File: config.mk
export PLATFORM = sky130hd
export DESIGN_NAME = noc_periph_responder
export DESIGN_NICKNAME = d
export VERILOG_FILES = /design/src/rtl/noc_periph_responder.sv
export SDC_FILE = /design/constraint.sdc
export NUM_CORES = 1
export LEC_CHECK = 0
export BUFFER_PORTS_ARGS = -buffer_cell sky130_fd_sc_hd__buf_2
export CAP_MARGIN = 40
export CORE_AREA = 3 3 250 252
export DETAILED_ROUTE_END_ITERATION = 10
export DIE_AREA = 0 0 253 255
export PLACE_DENSITY = 0.52
export SYNTH_ARGS = -nofsm -noshare
export SYNTH_HDL_FRONTEND = slang
export SYNTH_SLANG_ARGS = --single-unit
File: constraint.sdc
create_clock -name clk -period 2.5 [get_ports clk]
set_clock_uncertainty 0.2 [all_clocks]
set_input_delay 0.25 -clock clk [delete_from_list [all_inputs] [get_ports clk]]
set_output_delay 0.25 -clock clk [all_outputs]
set_load 0.005 [all_outputs]
File: src/rtl/noc_periph_responder.sv
// noc_periph_responder: target-side responder on the router's peripheral port.
// Takes one held request at a time, decodes the peripheral window into fixed-size
// slots and runs a single APB-style 32-bit access, returning rdata/ack/error.
// Optional feature macro: NOC_PERIPH_TIMEOUT_EN (abort ACCESS after TIMEOUT_CYCLES).
module noc_periph_responder #(
  parameter int unsigned           DATA_WIDTH     = 128,
  parameter int unsigned           ADDR_WIDTH     = 56,
  parameter logic [ADDR_WIDTH-1:0] PERIPH_BASE    = 56'h4000_0000,
  parameter logic [ADDR_WIDTH-1:0] PERIPH_SIZE    = 56'h1000_0000,
  parameter int unsigned           NUM_SLOTS      = 8,
  parameter int unsigned           SLOT_SHIFT     = 16,
  parameter int unsigned           TIMEOUT_CYCLES = 255
) (
  input  logic                      clk,
  input  logic                      rst,
  input  logic                      req_in,
  input  logic                      we_in,
  input  logic [ADDR_WIDTH-1:0]     addr_in,
  input  logic [DATA_WIDTH-1:0]     wdata_in,
  output logic [DATA_WIDTH-1:0]     rdata_out,
  output logic                      ack_out,
  output logic                      error_out,
  output logic [NUM_SLOTS-1:0]      psel,
  output logic                      penable,
  output logic                      pwrite,
  output logic [SLOT_SHIFT-1:0]     paddr,
  output logic [31:0]               pwdata,
  input  logic [NUM_SLOTS*32-1:0]   prdata,
  input  logic [NUM_SLOTS-1:0]      pready,
  input  logic [NUM_SLOTS-1:0]      pslverr
);

  localparam int unsigned LANES = DATA_WIDTH / 32;
  localparam int unsigned LW    = (LANES > 1) ? $clog2(LANES) : 1;
  localparam int unsigned SW    = (NUM_SLOTS > 1) ? $clog2(NUM_SLOTS) : 1;
  localparam logic [ADDR_WIDTH-1:0] NUM_SLOTS_A = ADDR_WIDTH'(NUM_SLOTS);

  localparam logic [2:0] S_IDLE   = 3'd0;
  localparam logic [2:0] S_SETUP  = 3'd1;
  localparam logic [2:0] S_ACCESS = 3'd2;
  localparam logic [2:0] S_RESP   = 3'd3;
  localparam logic [2:0] S_DRAIN  = 3'd4;

  logic [2:0]            state;
  logic [SW-1:0]         slot_q;
  logic [LW-1:0]         lane_q;
  logic [DATA_WIDTH-1:0] resp_data;
  logic                  resp_err;

  logic [ADDR_WIDTH-1:0] offset;
  logic [SW-1:0]         slot_d;
  logic [LW-1:0]         lane_d;
  logic                  decode_ok;
  logic [DATA_WIDTH-1:0] rd_lane;

`ifdef NOC_PERIPH_TIMEOUT_EN
  localparam logic [15:0] TO_LAST = 16'(TIMEOUT_CYCLES - 1);
  logic [15:0] to_cnt;
`endif

  // Window/slot/alignment decode of the incoming address; slot comes from the offset.
  always_comb begin
    offset    = addr_in - PERIPH_BASE;
    slot_d    = offset[SLOT_SHIFT +: SW];
    lane_d    = (LANES > 1) ? addr_in[2 +: LW] : '0;
    decode_ok = (addr_in >= PERIPH_BASE) && (offset < PERIPH_SIZE) &&
                ((offset >> SLOT_SHIFT) < NUM_SLOTS_A) && (addr_in[1:0] == 2'b00);
  end

  // Place the selected slot's read word into its lane; all other lanes zero.
  always_comb begin
    rd_lane = '0;
    rd_lane[32*int'(lane_q) +: 32] = prdata[32*int'(slot_q) +: 32];
  end

  // Request FSM and registered APB/response outputs.
  always_ff @(posedge clk) begin
    if (rst) begin
      state     <= S_IDLE;
      slot_q    <= '0;
      lane_q    <= '0;
      resp_data <= '0;
      resp_err  <= 1'b0;
      rdata_out <= '0;
      ack_out   <= 1'b0;
      error_out <= 1'b0;
      psel      <= '0;
      penable   <= 1'b0;
      pwrite    <= 1'b0;
      paddr     <= '0;
      pwdata    <= '0;
`ifdef NOC_PERIPH_TIMEOUT_EN
      to_cnt    <= '0;
`endif
    end else begin
      ack_out <= 1'b0;
      case (state)
        S_IDLE: begin
          if (req_in) begin
            slot_q <= slot_d;
            lane_q <= lane_d;
            pwrite <= we_in;
            if (decode_ok) begin
              psel    <= NUM_SLOTS'(1) << slot_d;
              penable <= 1'b0;
              paddr   <= addr_in[SLOT_SHIFT-1:0];
              pwdata  <= wdata_in[32*int'(lane_d) +: 32];
              state   <= S_SETUP;
            end else begin
              resp_err  <= 1'b1;
              resp_data <= '0;
              state     <= S_RESP;
            end
          end
        end
        S_SETUP: begin
          penable <= 1'b1;
`ifdef NOC_PERIPH_TIMEOUT_EN
          to_cnt  <= '0;
`endif
          state   <= S_ACCESS;
        end
        S_ACCESS: begin
          // pready is tested first so it wins over a coinciding timeout.
          if (pready[slot_q]) begin
            psel      <= '0;
            penable   <= 1'b0;
            resp_err  <= pslverr[slot_q];
            resp_data <= pwrite ? '0 : rd_lane;
            state     <= S_RESP;
          end
`ifdef NOC_PERIPH_TIMEOUT_EN
          else if (to_cnt == TO_LAST) begin
            psel      <= '0;
            penable   <= 1'b0;
            resp_err  <= 1'b1;
            resp_data <= '0;
            state     <= S_RESP;
          end else begin
            to_cnt <= to_cnt + 16'd1;
          end
`else
          // No abort path: ACCESS waits for pready indefinitely.
`endif
        end
        S_RESP: begin
          ack_out   <= 1'b1;
          rdata_out <= resp_data;
          error_out <= resp_err;
          state     <= S_DRAIN;
        end
        S_DRAIN: begin
          if (!req_in) state <= S_IDLE;
        end
        default: state <= S_IDLE;
      endcase
    end
  end

endmodule

Word-level counts from Yosys, hierarchy flattened:

Index checks and enable logic that the tools add are counted.

* register bits after elaboration: 325
* input port bits: 460
* output and inout port bits: 188
* word-level logic and storage cells: 74

* reduce and logical (&&, ||, !) cells: 13
* shifts and indexed selects: 5
* mux-type cells: 27
* add/sub/neg operators: 2
* bitwise logic cells: 1
* eq/ne operators: 9
* $lt $le $gt $ge: 4

Operators with widths (number)
* two-way mux 128 bit: 4
* one-hot mux 128 bit (2 select lines): 1
* indexed part select 256 x 9 -> 32 bit: 1
* bitwise AND 128 bit: 1
* variable shift 32 x 33 -> 128 bit, first input constant: 1
* indexed part select 128 x 8 -> 32 bit: 1
* indexed part select 32 x 33 -> 128 bit: 1
* >= comparator 56 x 31 -> 1 bit, second input constant: 1
* less-than comparator 56 x 29 -> 1 bit, second input constant: 1
* subtractor 56 x 31 -> 56 bit, second input constant: 1
* less-than comparator 40 x 4 -> 1 bit, second input constant: 1
* negation 7 -> 33 bit: 1
* two-way mux 8 bit: 3
* one-hot mux 8 bit (2 select lines): 1
* one-hot mux 3 bit (5 select lines): 1
* AND reduction 4 bit: 3
* inequality test 2 bit, second input constant: 5
* two-way mux 1 bit: 9
* two-way mux 3 bit: 3
* << shifter 1 x 3 -> 8 bit, first input constant: 1
* binary-select mux 1 bit (select 3 bit): 2
* equality test 3 x 2 -> 1 bit, second input constant: 2
* AND reduction 3 bit: 2
* less-than comparator 3 x 4 -> 1 bit, second input constant: 1
* 11 further kinds: 13

Logic depth before layout (Yosys ltp):

Gate-level depths: netlist (run 1).

* word-level depth: 8
* gate-level depth with buffers: 9

Worst setup path before layout (run 1):

No wires, ideal clock.

* kind: register to register
* from: register slot_q[0]
* to: register resp_data[117]
* period minus slack after synthesis: 2.270 ns
* path slack: 0.230 ns
* buffers on the path: 3
* library setup time: 0.120 ns
* data required time: 2.180 ns
* stages on the path, launching flop included: 8
* arrival time: 1.950 ns
* path through: dfxtp_1 -> buf_2 -> buf_2 -> buf_2 -> mux4_2 -> mux2_2 -> nand2_1 -> mux2i_1

* longest elaborated chain between the ends: 6

Ends and longest elaborated chain
* start: declaration: line 45 `logic [SW-1:0] slot_q;`
* start signal: assignment: line 100 `slot_q <= slot_d;`
* indexed part select 256 x 9 -> 32 bit: line 73 `rd_lane[32*int'(lane_q) +: 32] = prdata[32*int'(slot_q) +: 32];`
* indexed part select 32 x 33 -> 128 bit: line 73
* bitwise AND 128 bit (no source line)
* two-way mux 128 bit: line 129 `resp_data <= pwrite ? '0 : rd_lane;`
* two-way mux 128 bit: line 125 `if (pready[slot_q]) begin`
* one-hot mux 128 bit (2 select lines): line 97 `case (state)`
* end signal: assignment: line 129
* end: declaration: line 47 `logic [DATA_WIDTH-1:0] resp_data;`

Several ways; a longest one is shown, not always the timed one. The select of a mux whose other input is x is not followed.
A chain may end at the register's enable or synchronous reset.

Final worst setup path (run 1):

* from: input port addr_in[2]
* to: register pwdata[27]

* longest elaborated chain between the ends: 6

Ends and longest elaborated chain
* start: declaration: line 18 `input logic [ADDR_WIDTH-1:0] addr_in,`
* subtractor 56 x 31 -> 56 bit: line 63 `offset = addr_in - PERIPH_BASE;`
* less-than comparator 56 x 29 -> 1 bit: line 66 `decode_ok = (addr_in >= PERIPH_BASE) && (offset < PERIPH_SIZE) &&`
* logical AND 1 bit (2 in series): line 66
* logical AND 1 bit: line 67 `((offset >> SLOT_SHIFT) < NUM_SLOTS_A) && (addr_in[1:0] == 2'b00);`
* AND reduction 3 bit (no source line)
* end signal: assignment: line 107 `pwdata <= wdata_in[32*int'(lane_d) +: 32];`
* end: declaration: line 27 `output logic [31:0] pwdata,`

Several ways; a longest one is shown, not always the timed one.

==> results_dict.tcl, run 1 <==
set metrics [dict create \
    fin_ws_ps 105 \
    crit_fanout 34 \
    period_share_pct 95.8 \
    boundaryPins 648 \
    antenna_found_initial 19 \
    muxShareOfSynthArea_pct 28.8 \
    status "completed" \
    holdCritStartpoint "wdata_in[20]" \
    final_util_pct 36.1 \
    synth.avg_cell_area_um2 9.85 \
    rr_worst_depth 6 \
    fillers 6216 \
    fp.dieH_um 255 \
    syn_nets 2034 \
    setup_viol 0 \
    final_cell_area_mm2 0.0218 \
    ir_drop_uv 447 \
    gp_congestion 0.899 \
    root_buffer "clkbuf_16" \
    cp_data_required_time_ps 2700 \
    async_flop_share_pct 0 \
    fin_crit_ps 2400 \
    hold_depth 4 \
    die_width_um 253 \
    r2r-start "slot_q[0]$_SDFFE_PP0P_" \
    synth_warnings 0 \
    numCtsBuffers 39 \
    place.port_buffers 647 \
    hold_viol 0 \
    ant_nets 0 \
    path_clk_slew_ps 60 \
    grt-ovfl-total 0 \
    core_mm2 0.0604 \
    dpl-instance-area_mm2 0.0197 \
    dp_hpwl_um 48100 \
    maxSlewViolCount 0 \
    critPathKind "primary input to flip-flop" \
    yosys.area_share.simple_pct 19.0 \
    setup.worst_path.start_class "primary input" \
    synth_top_family_by_area "multiplexers" \
    cts_tree "yes" \
    initial_utilization_pct 25.6 \
    reg2reg_to "resp_data[108]$_SDFFE_PP0P_" \
    final_cell_mix "buf_2 (646), nand2_1 (415), dfxtp_1 (322)" \
    yosys_most_used_dff "dfxtp_1" \
    crit_path_end_kind "flip-flop" \
    rows 90 \
    vias_per_cell 4.61 \
    grt_max_degree 226 \
    synth-edff-count 0 \
    synth_xor_area_share_pct 0.0567 \
    drtPass1Iterations 7 \
    grt_pass1_vias 14800 \
    drive_gt1_share_pct 40.0 \
    rsz0062_at_grt "no" \
    tightest_slew_ps 1210 \
    final_common_cell "buf_2" \
    power_per_cell_area_mw_per_mm2 603 \
    seq_area_frac_synth_pct 42.1 \
    fin_nets 2728 \
    grt_pass1_wl_um 89100 \
    cts_sinks 325 \
    clock_path_buffers 3 \
    min_to "pwdata[20]$_SDFFE_PP0P_" \
    syn2layout_area_growth_pct 41.1 \
    wl_um 62200 \
    post_cts_buffers 0 \
    die-area_mm2 0.0645 \
    drc 0 \
    ys_types 43 \
    synth_compound_area_share_pct 5.30 \
    fin_tns_setup_ps 0 \
    grt_usage_pct 18.5 \
    wl_per_cell_um 20.2 \
    dp_slack_ps -77.2 \
    hold_class "primary input to flip-flop" \
    synth_cells 1569 \
    htreeDepth 2 \
    slew_headroom_pct 19.4 \
    cp.arrival_ps 2590 \
    vias 14200 \
    clock_latency_ps 550 \
    drv_cap 0 \
    synthAdderAreaFrac_pct 0.405 \
    fmax_ghz 0.417 \
    ys_ff_latch 325 \
    drtIter0Drc 634 \
    p_leak_nw 9.60 \
    synth_area_mm2 0.0155 \
    r2r_slack_ps 120 \
]
## how the worst max path moves through the flow
stage                                 from                     endpoint  slack [ps]  cells past startpoint
global route                    addr_in[2]      pwdata[27]$_SDFFE_PP0P_          20                      7
global placement               addr_in[36]   resp_data[41]$_SDFFE_PP0P_         -40                      9
floorplan           slot_q[0]$_SDFFE_PP0P_  resp_data[117]$_SDFFE_PP0P_         230                      7
CTS                 slot_q[0]$_SDFFE_PP0P_  resp_data[108]$_SDFFE_PP0P_         100                      6
detailed placement             addr_in[35]   resp_data[63]$_SDFFE_PP0P_         -80                      9
finish                          addr_in[2]      pwdata[27]$_SDFFE_PP0P_         100                      7
## kinds of logic after synthesis
| family | Yosys count |
|---|---|
| mux | 316 |
| xor+xnor | 1 |
| buf+inv | 131 |
| fa+ha+maj | 5 |
| simple gates | 642 |
| compound gates | 149 |
| flops | 325 |
## cell type report
cell class                      instances  area (um^2)  area share (%)
Antenna cell                            6         15.0          0.0689
Clock buffer                           56         1090            5.00
Multi-Input combinational cell       1113         8320            38.1
Sequential cell                       325         6520            29.9
Inverter                                4         15.0          0.0689
Timing Repair Buffer                  780         4690            21.5
Clock inverter                         14          189           0.866
Tap cell                              782          978            4.49
## registers in the layout, summed over array words and instances, names as in the netlist
name,count
ack_out,1
error_out,1
lane_q,2
paddr,16
penable,1
psel,8
pwdata,32
pwrite,1
rdata_out,128
resp_data,128
resp_err,1
slot_q,3
state,3
## per-stage QoR
stage               power [mW]  hold slack, ps  std cells
CTS                       13.4            8.92       3074
global route              13.7            34.7       3079
floorplan                 6.58             186       1569
detailed placement        7.49             244       2926
global placement          7.45             243       2925
finish                    13.2            35.8       3080
## what timing repair did
item | in CTS | in global routing
hold buffers | 78 | 0
hold endpoints to repair | 58 | 0
gates resized for setup | 0 | 0
## report_power, final
group          internal [mW]  switching [mW]
sequential              5.22          0.0286
clock                   3.37            2.32
combinational           1.13            1.08
## critical path: stages
cell,delay (ps)
dlygate4sd3_1,530
buf_2,120
buf_12,260
mux4_2,570
dlygate4sd3_1,610
mux2i_1,140
nor2_1,50
## synth_stat cells (all sizes together), types with 3 or more instances
cell | number | share of area (%)
nor3b | 5 | 0.24
nand2b | 136 | 5.5
mux2i | 183 | 12
a211oi | 3 | 0.15
mux4 | 100 | 15
dfxtp | 325 | 42
clkbuf | 81 | 2.0
or3 | 3 | 0.15
nand3b | 3 | 0.15
ha | 5 | 0.40
nand2 | 415 | 10
nor3 | 8 | 0.29
inv | 4 | 0.097
a21oi | 138 | 4.5
nor4 | 11 | 0.96
nand3 | 3 | 0.13
nor2 | 54 | 1.3
buf | 46 | 2.2
mux2 | 33 | 2.4
## metal layers
metal	global-route usage (%)	wire [um]	up-vias
met3	5.08	4990	126
met1	19.1	22400	6759
met5	0	44	-
met4	8.24	2990	8
met2	34.8	31800	544
li1	-	-	6765
Power figures use the tool's default switching activity.
==> inputs of run 2 (changes only) <==
--- a/config.mk
+++ b/config.mk
@@ -7,10 +7,11 @@
 export LEC_CHECK = 0
 export BUFFER_PORTS_ARGS = -buffer_cell sky130_fd_sc_hd__buf_2
 export CAP_MARGIN = 40
-export CORE_AREA = 3 3 250 252
+export CORE_AREA = 3 3 249 251
 export DETAILED_ROUTE_END_ITERATION = 10
-export DIE_AREA = 0 0 253 255
-export PLACE_DENSITY = 0.52
+export DIE_AREA = 0 0 252 254
+export PLACE_DENSITY = 0.54
+export SETUP_SLACK_MARGIN = 0.4
 export SYNTH_ARGS = -nofsm -noshare
 export SYNTH_HDL_FRONTEND = slang
 export SYNTH_SLANG_ARGS = --single-unit
==> constraint.sdc (replaced) <==
create_clock -name clk -period 2.17 [get_ports clk]
set_clock_uncertainty 0.2 [all_clocks]
set_input_delay 0.217 -clock clk [delete_from_list [all_inputs] [get_ports clk]]
set_output_delay 0.217 -clock clk [all_outputs]
set_load 0.005 [all_outputs]
==> results_dict.tcl, run 2 (synthesis gave the netlist of run 1 again) <==
set metrics [dict create \
    status "finished, violations left" \
    violations "hold timing, setup timing" \
    slew_headroom_pct 29.5 \
    p_leak_nw 10.7 \
    cts_tree "yes" \
    rsz0062_at_grt "yes" \
    dpl-instance-area_mm2 0.0199 \
    hold_class "primary input to flip-flop" \
    fin_ws_ps -255 \
    crit_fanout 15 \
    maxSlewViolCount 0 \
    switching_share_pct 26.4 \
    core_mm2 0.0601 \
    internal_power_mw 11.9 \
    power.share.combinational_pct 19.6 \
    initial_utilization_pct 25.7 \
    cts_sinks 325 \
    reg.largest.list "rdata_out x128, resp_data x128, pwdata x32" \
    antenna_found_initial 41 \
    fin_crit_ps 2430 \
    die-area_mm2 0.0640 \
    period_share_pct 112 \
    place.port_buffers 647 \
    fp.dieH_um 254 \
    setup_viol 133 \
    path_clk_slew_ps 50 \
    die_width_um 252 \
    whs_ps -1.39 \
    rows 90 \
    syn2layout_area_growth_pct 59.3 \
    dp_slack_ps -420 \
    fin_nets 2873 \
    drtPass1Iterations 5 \
    seqPwrFrac_pct 37.6 \
    wl_um 75400 \
    dp_hpwl_um 54300 \
    grt_pass1_vias 16300 \
    htreeDepth 2 \
    final_cell_mix "buf_2 (644), nand2_1 (347), dfxtp_1 (319)" \
    gp_congestion 0.966 \
    clock_path_buffers 3 \
    drive_gt1_share_pct 46.1 \
    tightest_slew_ps 1060 \
    grt_pass1_wl_um 105000 \
    wl_per_cell_um 23.2 \
    boundaryPins 648 \
    drv_cap 0 \
    hold_viol 1 \
    grt_max_degree 212 \
    crit_path_end_kind "flip-flop" \
    netSwitchingPower_mw 4.26 \
    clkPwrFrac_pct 42.8 \
    clock_latency_ps 560 \
    final_cell_area_mm2 0.0246 \
    setup.worst_path.start_class "flip-flop" \
    drtIter0Drc 780 \
    drc 0 \
    cp.arrival_ps 2700 \
    vias_per_cell 4.72 \
    final_common_cell "buf_2" \
    grt_usage_pct 22.4 \
    vias 15300 \
    numCtsBuffers 40 \
    power_per_cell_area_mw_per_mm2 654 \
    cp_data_required_time_ps 2450 \
    grt-ovfl-total 0 \
    fmax_ghz 0.412 \
    ir_drop_uv 486 \
    ant_nets 0 \
    root_buffer "clkbuf_16" \
    critPathKind "flip-flop to flip-flop" \
]
run 2: cell count changes in the layout (fill, tap and decap cells not counted), moves of 8 or more:
cell           previous run  this run
buf_12                   18        29
buf_16                    1        20
nand2_2                   0        21
buf_8                     1         9
dlygate4sd3_1            78       138
buf_4                    36        55
a21oi_1                 138        99
clkbuf_16                39        47
nand2_4                   0        47
diode_2                   6        30
nand2_1                 415       347
a21oi_2                   0        38
buf_6                     0        21
run 2: cell type report:
cell class	instances	area (um^2)
inverters	4	17.5
diodes	30	75.1
multi-input cells	1114	8980
fillers	5954	35500
clock inverters	13	201
repair buffers	923	6700
well taps	782	978
flip-flops and latches	325	6520
clock buffers	55	1140
run 2: path summary, 6_finish.rpt:
kind	slack, ps	startpoint	cells past startpoint	to
worst min-delay path	-1	rst	3	state[0]$_SDFFE_PP0P_
worst max-delay path	-260	slot_q[0]$_SDFFE_PP0P_	8	resp_data[67]$_SDFFE_PP0P_
worst min register to register	250	rdata_out[19]$_SDFFE_PP0P_	2	rdata_out[19]$_SDFFE_PP0P_
worst max register to register	-260	slot_q[0]$_SDFFE_PP0P_	8	resp_data[67]$_SDFFE_PP0P_
run 2: timing repair:
| action | 4_1_cts | 5_1_grt |
|---|---|---|
| gates resized for setup | 108 | 130 |
| setup buffers | 41 | 2 |
| hold buffers | 138 | 0 |
| hold endpoints to repair | 64 | 0 |
| cloned | 18 | 6 |
| pin swaps | 58 | 76 |
| endpoints found under the setup margin | 310 | 319 |
run 2: metrics by stage:
stage	utilization, %	cells	TNS, ps	power (mW)
floorplan	-	1569	-5150	7.61
global placement	33.2	2943	-47390	8.64
detailed placement	33.2	2943	-52220	8.68
CTS	39.7	3208	-21870	16.3
global route	40.9	3234	-37850	16.7
finish	40.9	3246	-23530	16.1
run 2: routing by layer:
metal,GRT usage [%],wire length [um],up-vias
li1,-,-,7104
met4,11.5,4350,6
met5,0,43,-
met2,43.9,40600,592
met3,5.79,4980,172
met1,21.4,25400,7435
run 2: worst max-delay path: stages (launching register included):
cell	delay [ps]
dfxtp_4	390
mux4_2	520
mux2i_1	180
nor2_1	100
o21ai_2	150
o21bai_4	190
buf_12	190
buf_12	180
mux2i_2	230
run 2: power by group through the flow:
stage          Combinational (mW)  Sequential [mW]  Clock (mW)
5_1_grt                      3.35             6.06        7.33
3_5_place_dp                 2.50             6.18           0
2_1_floorplan                1.44             6.17           0
3_3_place_gp                 2.46             6.18           0
4_1_cts                      3.11             6.05        7.11
6_report                     3.16             6.05        6.89
